File: src/rtl/sobel_pipe.sv
// Two-stage pipelined Sobel edge core producing NUM_CORES pixels per beat with valid/ready flow control.
// Define SOBEL_THRESHOLD_EN to add the thresh port and binarise the output.
module sobel_pipe #(
  parameter int NUM_CORES = 8,
  parameter int PIX_W     = 8
) (
  input  logic                            clk,
  input  logic                            reset_n,
  input  logic                            in_valid,
  output logic                            in_ready,
  input  logic [(NUM_CORES+2)*PIX_W-1:0]  row1_data,
  input  logic [(NUM_CORES+2)*PIX_W-1:0]  row2_data,
  input  logic [(NUM_CORES+2)*PIX_W-1:0]  row3_data,
  input  logic                            sat_mode,
`ifdef SOBEL_THRESHOLD_EN
  input  logic [PIX_W-1:0]                thresh,
`endif
  output logic                            out_valid,
  input  logic                            out_ready,
  output logic [NUM_CORES*PIX_W-1:0]      out_data,
  input  logic                            cnt_clr,
  output logic [15:0]                     out_count
);

  localparam int GW = PIX_W + 4;
  localparam logic [GW-1:0] PIX_MAX = GW'((1 << PIX_W) - 1);

  logic                          en;
  logic [NUM_CORES-1:0][GW-1:0]  ax_d, ay_d;
  logic [NUM_CORES-1:0][GW-1:0]  s1_ax, s1_ay;
  logic                          s1_valid;
  logic                          s1_sat;
`ifdef SOBEL_THRESHOLD_EN
  logic [PIX_W-1:0]              s1_thresh;
`endif
  logic [NUM_CORES*PIX_W-1:0]    p_d;
  logic [GW-1:0]                 s_c;
  logic [PIX_W-1:0]              p_c;

  // Whole pipeline advances together; a held output stalls both stages.
  assign en       = ~out_valid | out_ready;
  assign in_ready = en;

  for (genvar c = 0; c < NUM_CORES; c++) begin : g_core
    logic [PIX_W-1:0] r1l, r1m, r1r, r2l, r2r, r3l, r3m, r3r;
    logic [GW-1:0]    gx, gy;

    assign r1l = row1_data[(c+2)*PIX_W +: PIX_W];
    assign r1m = row1_data[(c+1)*PIX_W +: PIX_W];
    assign r1r = row1_data[c*PIX_W     +: PIX_W];
    assign r2l = row2_data[(c+2)*PIX_W +: PIX_W];
    assign r2r = row2_data[c*PIX_W     +: PIX_W];
    assign r3l = row3_data[(c+2)*PIX_W +: PIX_W];
    assign r3m = row3_data[(c+1)*PIX_W +: PIX_W];
    assign r3r = row3_data[c*PIX_W     +: PIX_W];

    // Two's complement in GW bits; magnitudes never exceed 4*(2^PIX_W-1).
    assign gx = (GW'(r1l) + (GW'(r1m) << 1) + GW'(r1r))
              - (GW'(r3l) + (GW'(r3m) << 1) + GW'(r3r));
    assign gy = (GW'(r1l) + (GW'(r2l) << 1) + GW'(r3l))
              - (GW'(r1r) + (GW'(r2r) << 1) + GW'(r3r));

    assign ax_d[c] = gx[GW-1] ? -gx : gx;
    assign ay_d[c] = gy[GW-1] ? -gy : gy;
  end

  always_ff @(posedge clk or negedge reset_n) begin
    if (!reset_n) begin
      s1_valid  <= 1'b0;
      s1_sat    <= 1'b0;
      s1_ax     <= '0;
      s1_ay     <= '0;
`ifdef SOBEL_THRESHOLD_EN
      s1_thresh <= '0;
`endif
    end else if (en) begin
      s1_valid  <= in_valid;
      s1_sat    <= sat_mode;
      s1_ax     <= ax_d;
      s1_ay     <= ay_d;
`ifdef SOBEL_THRESHOLD_EN
      s1_thresh <= thresh;
`endif
    end
  end

  always_comb begin
    p_d = '0;
    s_c = '0;
    p_c = '0;
    for (int c = 0; c < NUM_CORES; c++) begin
      s_c = s1_ax[c] + s1_ay[c];
      if (s1_sat && (s_c > PIX_MAX)) begin
        p_c = '1;
      end else begin
        p_c = s_c[PIX_W-1:0];
      end
`ifdef SOBEL_THRESHOLD_EN
      p_c = (p_c >= s1_thresh) ? '1 : '0;
`endif
      p_d[c*PIX_W +: PIX_W] = p_c;
    end
  end

  always_ff @(posedge clk or negedge reset_n) begin
    if (!reset_n) begin
      out_valid <= 1'b0;
      out_data  <= '0;
    end else if (en) begin
      out_valid <= s1_valid;
      out_data  <= p_d;
    end
  end

  always_ff @(posedge clk or negedge reset_n) begin
    if (!reset_n) begin
      out_count <= '0;
    end else if (cnt_clr) begin
      out_count <= '0;
    end else if (out_valid && out_ready) begin
      out_count <= out_count + 16'd1;
    end
  end

endmodule
File: config.mk
export PLATFORM = sky130hd
export DESIGN_NAME = sobel_pipe
export DESIGN_NICKNAME = d
export VERILOG_FILES = /design/src/rtl/sobel_pipe.sv
export SDC_FILE = /design/constraint.sdc
export NUM_CORES = 2
export LEC_CHECK = 0
export BUFFER_PORTS_ARGS = -buffer_cell sky130_fd_sc_hd__buf_2
export CAP_MARGIN = 20
export CORE_AREA = 2 2 206 310
export DETAILED_ROUTE_END_ITERATION = 7
export DIE_AREA = 0 0 208 312
export GPL_TIMING_DRIVEN = 0
export PLACE_DENSITY = 0.75
export REMOVE_ABC_BUFFERS = 1
export SLEW_MARGIN = 20
export SYNTH_ARGS = -nofsm -noshare
export SYNTH_HDL_FRONTEND = slang
export SYNTH_SLANG_ARGS = --single-unit
File: constraint.sdc
create_clock -name clk -period 2.9 [get_ports clk]
set_input_delay 0.435 -clock clk [delete_from_list [all_inputs] [get_ports clk]]
set_output_delay 0.435 -clock clk [all_outputs]
set_load 0.02 [all_outputs]
==> flow_summary.toml <==
[worst_setup_path]
criticalPathCategory = "in2reg"
crit_arrival_ps = 5220
r2r_end = "out_data[23]"
reg2reg_depth = 9
cp_max_fo = 4
r2r_slack_ps = -370
crit_required_ps = 3350
r2r_start = "s1_ay[30]"
worstSetupStartpointType = "input pin"
crit_path_end_kind = "flop"

[synth]
ys_warn_count = 0
syn-instance-count = 3685
synthDistinctLibCells = 92
async_reset_ff_share_pct = 100
synth_top_area_share_pct = 21.6
yosysTopAreaCell = "fa_1"
synth-seq-area-share_pct = 20.3
synth_edf_count = 0
avgSynthCellArea_sq_um = 9.21
ys_top_cells_by_area = "fa_1 (22%), dfrtp_1 (20%), ha_1 (13%), inv_1 (5.2%), xnor2_1 (4.9%)"
synthFlopType = "dfrtp_1"
syn-cell-area_sq_um = 33900
synth_seq_cells = 275

[detailed_routing]
post-route-drc-count = 0
detail-route-antenna-nets = 0
wirelength_microns = 118000
drt_iter0_markers = 2443
viasPerCell = 6.14
via_count = 31100
wire_per_inst_microns = 23.2
firstDrtPassIters = 6

[clock_network]
clockBufferDepth = 3
h-tree-depth = 1
clock-sinks = 275
numCtsBuffers = 31
tritoncts = "yes"
clock-root-buffer = "clkbuf_16"
clk_pin_slew_worst_paths_ps = 60
clk_latency_ps = 610

[job]
cap_violations = 0

[grt]
grt_remaining_overflow = 0
antenna_found_initial = 6
grt_max_degree = 89
grt_pass1_vias = 30600
grt_use_total_pct = 32.7
grt_pass1_wl_microns = 166000

[status]
outcome = "complete, but fails checks"
violations = "setup timing"

[sta]
setup_violations = 187
hold_ws_ps = 48.9
worst_slack_ps = -1870
min_period_ps = 4770
maxSlewHeadroom_pct = 42.1
hold_viol = 0
worst_pin_slew_ps = 859
fin_skew_ps = 25.9
fmax_mhz = 210
fin_setup_tns_ps = -155060
maxSlewViolCount = 0
rsz0062_at_grt = "true"
finalCritPeriodShare_pct = 165

[worst_hold_path]
hp-start = "sat_mode"
min_path_type = "in2reg"
holdPathStages = 3
hold_end = "s1_sat"

[place]
numPortBuffers = 327
finalWeightedCongestion = 0.982
dp_slack_ps = -3280
hpwl_microns = 81800
dpl_cell_area_sq_um = 36700

[layout]
drive_above_1_share_pct = 32.1
final_cell_mix = "inv_1 (409), fa_1 (334), buf_2 (282), dfrtp_1 (275), nand2_1 (264)"
finish.instance_area_sq_um = 45000
final_nets = 5200
area_growth_pct = 32.7
final_common_cell = "inv_1"

[die]
pin_count = 328
chipWidth_microns = 208
dieArea_sq_um = 64900
core_sq_um = 61900
start_util_pct = 54.8
die_height_microns = 312
num_rows = 112
## how the worst max path moves through the flow
| stage | start | to | cells past startpoint |
|---|---|---|---|
| final | row2_data[56] | s1_ay[93] | 18 |
| after global routing | row2_data[56] | s1_ay[93] | 18 |
| after CTS | row2_data[56] | s1_ay[94] | 23 |
| after detailed placement | row1_data[57] | s1_ay[87] | 21 |
| after global placement | out_ready | out_data[14] | 6 |
| after floorplan | out_ready | out_data[27] | 5 |
## registers in the layout, summed over array words and instances (netlist names)
name	flops
s1_ax	96
s1_ay	96
out_data	64
out_count	16
out_valid	1
s1_sat	1
s1_valid	1
## repair_timing
action / CTS / global route
gates cloned: 2 / 1
buffers inserted: 148 / 102
pin swaps: 321 / 366
endpoints found under the setup margin: 219 / 227
hold endpoints to repair: 49 / 0
gates resized for setup: 651 / 522
hold buffers: 1 / 0
## metal layers
metal	wire, microns	part of all wire [%]	up-vias	global-route usage (%)
met5	23	0.020	-	0
met4	10100	8.6	4	20.5
met3	10200	8.6	534	5.65
met2	56800	48	1562	55.7
met1	40600	34	15300	38.4
li1	-	-	13700	-
## synthesized netlist by cell type, drive strengths merged (17+ instances only)
master and number:
inv 474, o22ai 23, nand2 287, fa 366, o21bai 37, or3 33
a211oi 43, or2 26, nor3 76, xnor2 191, nand3 62, nor2 234
a2111oi 17, and2 36, a21o 104, dfrtp 275, and3 19, nand2b 33
o211ai 47, clkbuf 61, xor2 125, o21a 32, a31oi 34, a21oi 196
o21ai 237, ha 349
## area by class of cell
class | instances | area [sq um]
clock inverters | 15 | 136
flip-flops and latches | 275 | 6880
repair buffers | 587 | 4450
well taps | 798 | 998
diodes | 6 | 15.0
clock buffers | 40 | 880
fillers | 4063 | 16900
multi-input cells | 2869 | 29800
inverters | 475 | 1870
## critical path: stages
cell and delay, ps:
buf_8 80, inv_4 30, fa_1 540, inv_2 40
ha_4 160, fa_2 570, fa_1 430, fa_1 490
inv_1 60, ha_1 280, a21oi_1 520, o21bai_1 180
xor2_1 250, or4_4 600, nor3b_4 230, nor2_2 60
xnor2_1 170, a21oi_1 90
## cells by family after synthesis
family          Yosys count  share of synthesized area, %
fa+ha+maj               716                          34.5
flops                   275                          20.3
buf+inv                 543                          6.01
compound gates          909                          17.7
simple gates            906                          12.7
xor+xnor                318                          8.29
mux                      18                         0.557
## through the flow
stage,cells,utilization [%]
after floorplan,3617,-
after global placement,4742,58.6
after detailed placement,4757,59.3
after CTS,4962,67.5
after global routing,5062,72.7
final,5065,72.7
Power is left out: the tool's default activity adds up to more than one toggle a clock period on the data nets, which glitch-free logic cannot reach.
